**config.mk**
```make
export PLATFORM = sky130hd
export DESIGN_NAME = inst_queue
export DESIGN_NICKNAME = d
export VERILOG_FILES = /design/src/rtl/inst_queue_pkg.sv /design/src/rtl/inst_queue.sv
export SDC_FILE = /design/constraint.sdc
export NUM_CORES = 1
export LEC_CHECK = 0
export BUFFER_PORTS_ARGS = -buffer_cell sky130_fd_sc_hd__buf_2
export CELL_PAD_IN_SITES_DETAIL_PLACEMENT = 1
export CELL_PAD_IN_SITES_GLOBAL_PLACEMENT = 1
export CORE_MARGIN = 8
export CORE_UTILIZATION = 50
export CTS_CLUSTER_SIZE = 40
export DETAILED_ROUTE_END_ITERATION = 8
export PLACE_DENSITY = 0.76
export RECOVER_POWER = 50
export SLEW_MARGIN = 20
export SYNTH_ARGS = -nofsm -noshare
export SYNTH_HDL_FRONTEND = slang
export SYNTH_SLANG_ARGS = --single-unit
export TNS_END_PERCENT = 20
```
**constraint.sdc**
```tcl
create_clock -name clk -period 10.7 [get_ports clk]
set_input_delay 0.535 -clock clk [delete_from_list [all_inputs] [get_ports clk]]
set_output_delay 0.535 -clock clk [all_outputs]
set_load 0.05 [all_outputs]
```
**src/rtl/inst_queue_pkg.sv**
```systemverilog
// Shared fetch-stage types and constants.
//   virt_t              : virtual address
//   address_exception_t : instruction-address exception flags
//   pipe_if_t           : fetch pipe register contents
//   inst_entry_t        : one fetched instruction as buffered by inst_queue
//   QUEUE_DEPTH         : instruction queue depth and derived pointer/count widths
package inst_queue_pkg;

  localparam int unsigned QUEUE_DEPTH = 8;
  localparam int unsigned QUEUE_PTR_W = $clog2(QUEUE_DEPTH);
  localparam int unsigned QUEUE_CNT_W = QUEUE_PTR_W + 1;

  typedef logic [31:0] virt_t;

  typedef struct packed {
    logic miss;
    logic illegal;
    logic tlb_invalid;
  } address_exception_t;

  typedef struct packed {
    logic               valid;
    virt_t              pc;
    address_exception_t iaddr_ex;
  } pipe_if_t;

  typedef struct packed {
    logic               valid;
    virt_t              pc;
    logic [31:0]        inst;
    address_exception_t iaddr_ex;
  } inst_entry_t;

endpackage

```
**src/rtl/inst_queue.sv**
```systemverilog
// Instruction queue between fetch and decode.
// Circular FIFO of DEPTH entries; accepts up to two entries per cycle
// (valid slots compacted from tail, slot 0 oldest) and presents the
// N_ISSUE oldest entries to decode. flush empties the queue.
// Ports:
//   clk, rst      : clock, synchronous active-high reset
//   flush         : exception / taken-branch redirect, clears the queue
//   push_valid    : fetch offers push_entry
//   push_entry    : two entries, slot 0 oldest, per-entry valid bit
//   push_ready    : at least two entries free
//   pop_valid     : bit i set when queue holds more than i entries
//   pop_entry     : head entries, index 0 oldest
//   pop_num       : entries consumed by decode this cycle
module inst_queue
  import inst_queue_pkg::*;
#(
  parameter int unsigned DEPTH          = QUEUE_DEPTH,
  parameter int unsigned N_ISSUE        = 1,
  parameter int unsigned N_INST_CHANNEL = 2
) (
  input  logic                               clk,
  input  logic                               rst,
  input  logic                               flush,
  input  logic                               push_valid,
  input  inst_entry_t [N_INST_CHANNEL-1:0]   push_entry,
  output logic                               push_ready,
  output logic        [N_ISSUE-1:0]          pop_valid,
  output inst_entry_t [N_ISSUE-1:0]          pop_entry,
  input  logic        [$clog2(N_ISSUE+1)-1:0] pop_num
);

  localparam int unsigned PTR_W = $clog2(DEPTH);
  localparam int unsigned CNT_W = PTR_W + 1;

  inst_entry_t      mem [DEPTH];
  logic [PTR_W-1:0] head;
  logic [PTR_W-1:0] tail;
  logic [CNT_W-1:0] count;

  logic             fire;
  logic [CNT_W-1:0] npush;
  logic [CNT_W-1:0] pop_req;
  logic [CNT_W-1:0] npop;
  logic             wr_en0;
  logic             wr_en1;
  inst_entry_t      wr_data0;

  assign push_ready = (count <= CNT_W'(DEPTH - 2));
  assign fire       = push_valid && push_ready && !flush;

  // Compaction: the oldest valid slot always lands at tail; a second
  // write only happens when both slots are valid.
  always_comb begin
    wr_en0   = fire && (push_entry[0].valid || push_entry[1].valid);
    wr_en1   = fire && push_entry[0].valid && push_entry[1].valid;
    wr_data0 = push_entry[0].valid ? push_entry[0] : push_entry[1];
    npush    = '0;
    if (fire) begin
      npush = CNT_W'(push_entry[0].valid) + CNT_W'(push_entry[1].valid);
    end
  end

  // Over-asking pop_num is clamped so the pointers never overtake.
  always_comb begin
    pop_req = CNT_W'(pop_num);
    npop    = (pop_req > count) ? count : pop_req;
  end

  always_ff @(posedge clk) begin
    if (rst || flush) begin
      head  <= '0;
      tail  <= '0;
      count <= '0;
    end else begin
      head  <= head + PTR_W'(npop);
      tail  <= tail + PTR_W'(npush);
      count <= count + npush - npop;
    end
  end

  always_ff @(posedge clk) begin
    if (wr_en0) begin
      mem[tail] <= wr_data0;
    end
    if (wr_en1) begin
      mem[tail + PTR_W'(1)] <= push_entry[1];
    end
  end

  always_comb begin
    for (int unsigned i = 0; i < N_ISSUE; i++) begin
      pop_entry[i] = mem[head + PTR_W'(i)];
      pop_valid[i] = (count > CNT_W'(i));
    end
  end

endmodule
```
==> results summary <==
The final routed wirelength across all metal layers came out at between 70000 and 80000 um. The slew at the pin with the worst max-slew slack is 4.39 ns. The routed wire length per instance is ~30 um. The leftover overflow at the end of global routing came out at 0. The max-capacitance violation count came out at 23.

The number of register bits inferred by synthesis came out at 554. The first global-routing pass estimated 114000 um of wire. The via count of the first global-routing pass was 17400. The top-level I/O count came out at between 200 and 250. The count of unique library cells instantiated by Yosys came out at 42. The floorplan die height is ~260 um. The setup path with the least slack is of type input pin to register. After filler insertion, the fill cell instance count of the layout stands at ~5200. The clock-pin slew reported for the worst setup and hold paths after clock tree synthesis is 0.06 ns. Setup violations remaining at the end of the flow were counted as 0. The number of DRC markers after the initial detailed-route iteration is 1153. From synthesis to final layout, the design area changed by 11.4%. Counting every instance in the synthesized netlist gives approximately 1600. The required arrival time at the worst endpoint came out at 11.05 ns. The final reports fail on max-capacitance violations, max-slew violations. Summed over all failing endpoints, the final setup total negative slack is 0 ns. The final cell count without fillers is 2587.

The total number of vias came out at approximately 16000. The synthesized net count is about 1700. In this run the cell area of the synthesized design comes to approximately 0.029 mm2. The arrival time of the worst setup path is between 7 and 8 ns.

In this run the static leakage power is between 10 and 15 nW. The Yosys step of the flow raised 0 warnings. Setup repair after global routing left no endpoint under its margin. The share of layout cells above drive strength 1 is between 50% and 60%. The overall die area is about 0.066 mm2.

The share of synthesized area occupied by flip-flops and latches is a little under three fifths. The port buffer count is 210. The flow ran to the end, but the final reports show violations.

The power per standard cell area came out at around 170 mW/mm2. For this run, asynchronously set or reset flops after synthesis account for 0%. The count of hold-fix buffers inserted at cts is 0. In this run the most critical hold path is launched from rst. The half-perimeter wire length after detailed placement is roughly 43000 um. The average cell area after synthesis is 18.2 um2.

For this run, the post-layout net count is approximately 1900. The number of antenna violations at the first check in global routing came out at 6. On the final layout, the worst clock skew is 0.0140 ns.

The number of detailed-route iterations in the first pass is 7. Buffers inserted during clock tree synthesis total a little under 60. The pre-CTS setup slack came out at 6.44 ns. The horizontal die dimension is around 260 um. The maximum clock path buffer count came out at 3.

The via density per instance is between 6 and 7. For this run, the top clock speed supported by timing is between 100 and 150 MHz. The worst setup path is launched from an input pin. The initial standard-cell utilization of the core is between 50% and 60%.

For the worst-skew pair, the clock arrives at the later sink with an insertion delay of around 0.62 ns. The number of sinks handled by clock tree synthesis is ~550. The worst slew margin relative to its limit is -193%. The peak supply drop came out at 0.000127 V.

The detail route stage leaves a number of antenna-violating nets equal to 0. The pin count of the biggest net entering global routing is 59. The number of H-tree levels is 2. The final critical-path setup slack came out at between 3 and 4 ns. The total number of placement rows is 88. The number of setup buffers added after CTS came out at 0. The root buffer cell chosen for the clock tree is sky130_fd_sc_hd__clkbuf_16.

The quantity of gates resized following cts came out at 0. The launch point of the worst path is push_entry[67]. The placer's final routability congestion estimate is 0.741. The core area came out at 0.0573 mm2. The aggregate global-route resource usage came out at between 20% and 30%. The minimum period implied by the final worst setup slack is 7.20 ns.

The total DRC errors in the routed layout came out at 0. The most instantiated flip-flop cell in the synthesis netlist is sky130_fd_sc_hd__edfxtp_1. After detailed placement, the design holds a cell count of about 2500. In this run, synthesis inferred about 540 flip-flops with an integrated enable.

The kind of capture point of the worst setup path is a register. The tightest min-delay check is of the input pin to register type. The count of pins over their slew limit is 779. The clock tree from TritonCTS is built. In this run the worst path has a maximum fanout of between 40 and 50.

The origin of the critical flop-to-flop path is tail[0]. The final count of hold timing violations came out at 0. The share of the cycle needed by the critical path after routing came out at between 60% and 70%.
[cell usage in the layout (no fill, tap or decap), drive strengths merged, types with 10 or more instances in the layout]
| cell type | Yosys | final |
|---|---|---|
| mux2 | 671 | 671 |
| edfxtp | 544 | 544 |
| buf | 82 | 218 |
| mux4 | 136 | 136 |
| clkbuf | 26 | 91 |
| clkinv | 0 | 27 |
| inv | 15 | 16 |
| ha | 14 | 14 |
| nor2 | 14 | 14 |
| nand2 | 11 | 11 |
| dfxtp | 10 | 10 |
[sequential cells by signal, summed over array words and instances (netlist names)]
name,count
count,4
head,3
tail,3
mem,544
[per-stage QoR]
| step | hold slack, ns | util [%] | total power, W | area, um2 |
|---|---|---|---|---|
| after floorplan | 0.533 | - | 0.00317 | 28800 |
| after global placement | 0.562 | 53.3 | 0.00340 | 30500 |
| after detailed placement | 0.565 | 53.3 | 0.00342 | 30500 |
| after CTS | 0.265 | 56.4 | 0.00538 | 32300 |
| after global routing | 0.287 | 56.0 | 0.00549 | 32100 |
| final | 0.300 | 56.0 | 0.00533 | 32100 |
[routing by layer]
layer / wire, um / global-route usage, % / share of wire [%] / vias up
met5: 54 / 0 / 0.071 / -
met2: 37700 / 38.7 / 50 / 412
met3: 3810 / 4.18 / 5.0 / 113
li1: - / - / - / 6833
met1: 32900 / 30.6 / 43 / 8370
met4: 1500 / 5.26 / 2.0 / 8
[critical path, stage by stage]
cell and delay [ns]:
sky130_fd_sc_hd__clkbuf_1 1.82, sky130_fd_sc_hd__nand2_1 0.55, sky130_fd_sc_hd__nor2_1 0.54, sky130_fd_sc_hd__nand3_1 1.23, sky130_fd_sc_hd__clkbuf_1 1.86, sky130_fd_sc_hd__mux2_2 0.89
[area by class of cell]
type | instances | area (um2) | area share, %
Clock buffer | 72 | 1530 | 4.76
Inverter | 15 | 56.3 | 0.176
Antenna cell | 3 | 7.51 | 0.0234
Sequential cell | 554 | 16500 | 51.6
Tap cell | 765 | 957 | 2.98
Clock inverter | 33 | 269 | 0.839
Timing Repair Buffer | 237 | 1210 | 3.76
Multi-Input combinational cell | 908 | 11500 | 35.9
[power by group]
part	switching, W	internal, W
clock network	0.000842	0.00112
registers	0.0000312	0.00244
logic	0.000517	0.000371
total	0.00139	0.00394
[cell families (layout without fill, tap and decap cells)]
logic type / count (synthesis) / count (layout) / share of synthesized area, %
AOI/OAI and AO/OA: 11 / 11 / 0.213
xor gates and xnor gates: 6 / 6 / 0.209
adders and majority gates: 17 / 17 / 0.817
buffers and inverters: 123 / 357 / 2.36
DFF: 554 / 554 / 57.4
muxes: 809 / 809 / 37.6
other: 1 / 4 / 0.0130
and+or+nand+nor: 64 / 64 / 1.33
[worst paths after layout]
| path | endpoint | slack (ns) | depth (start not counted) |
|---|---|---|---|
| setup / recovery | mem[1][16] | 3.50 | 6 |
| hold / removal | tail[0] | 0.30 | 3 |
| setup reg to reg | mem[1][16] | 4.03 | 6 |
| hold reg to reg | head[2] | 0.57 | 2 |
[synthesized netlist by cell type, types with 5 or more instances]
cell type                  number  area [um2]
sky130_fd_sc_hd__buf_6         16         180
sky130_fd_sc_hd__buf_2         52         260
sky130_fd_sc_hd__nor2_1        12        45.0
sky130_fd_sc_hd__mux2_4        49         736
sky130_fd_sc_hd__clkbuf_1      26        97.6
sky130_fd_sc_hd__nand3_2        6        60.1
sky130_fd_sc_hd__nand2_1       11        41.3
sky130_fd_sc_hd__and3_1         5        31.3
sky130_fd_sc_hd__ha_1          14         175
sky130_fd_sc_hd__a21oi_1        6        30.0
sky130_fd_sc_hd__mux2_2       512        5770
sky130_fd_sc_hd__mux4_2       136        3060
sky130_fd_sc_hd__nor3_1         5        25.0
sky130_fd_sc_hd__edfxtp_1     544       16300
sky130_fd_sc_hd__mux2_1       110        1240
sky130_fd_sc_hd__buf_4          9        67.6
sky130_fd_sc_hd__inv_1         15        56.3
sky130_fd_sc_hd__and2_1         5        31.3
sky130_fd_sc_hd__dfxtp_1       10         200
sky130_fd_sc_hd__buf_1          5        18.8
Power figures use the tool's default switching activity.
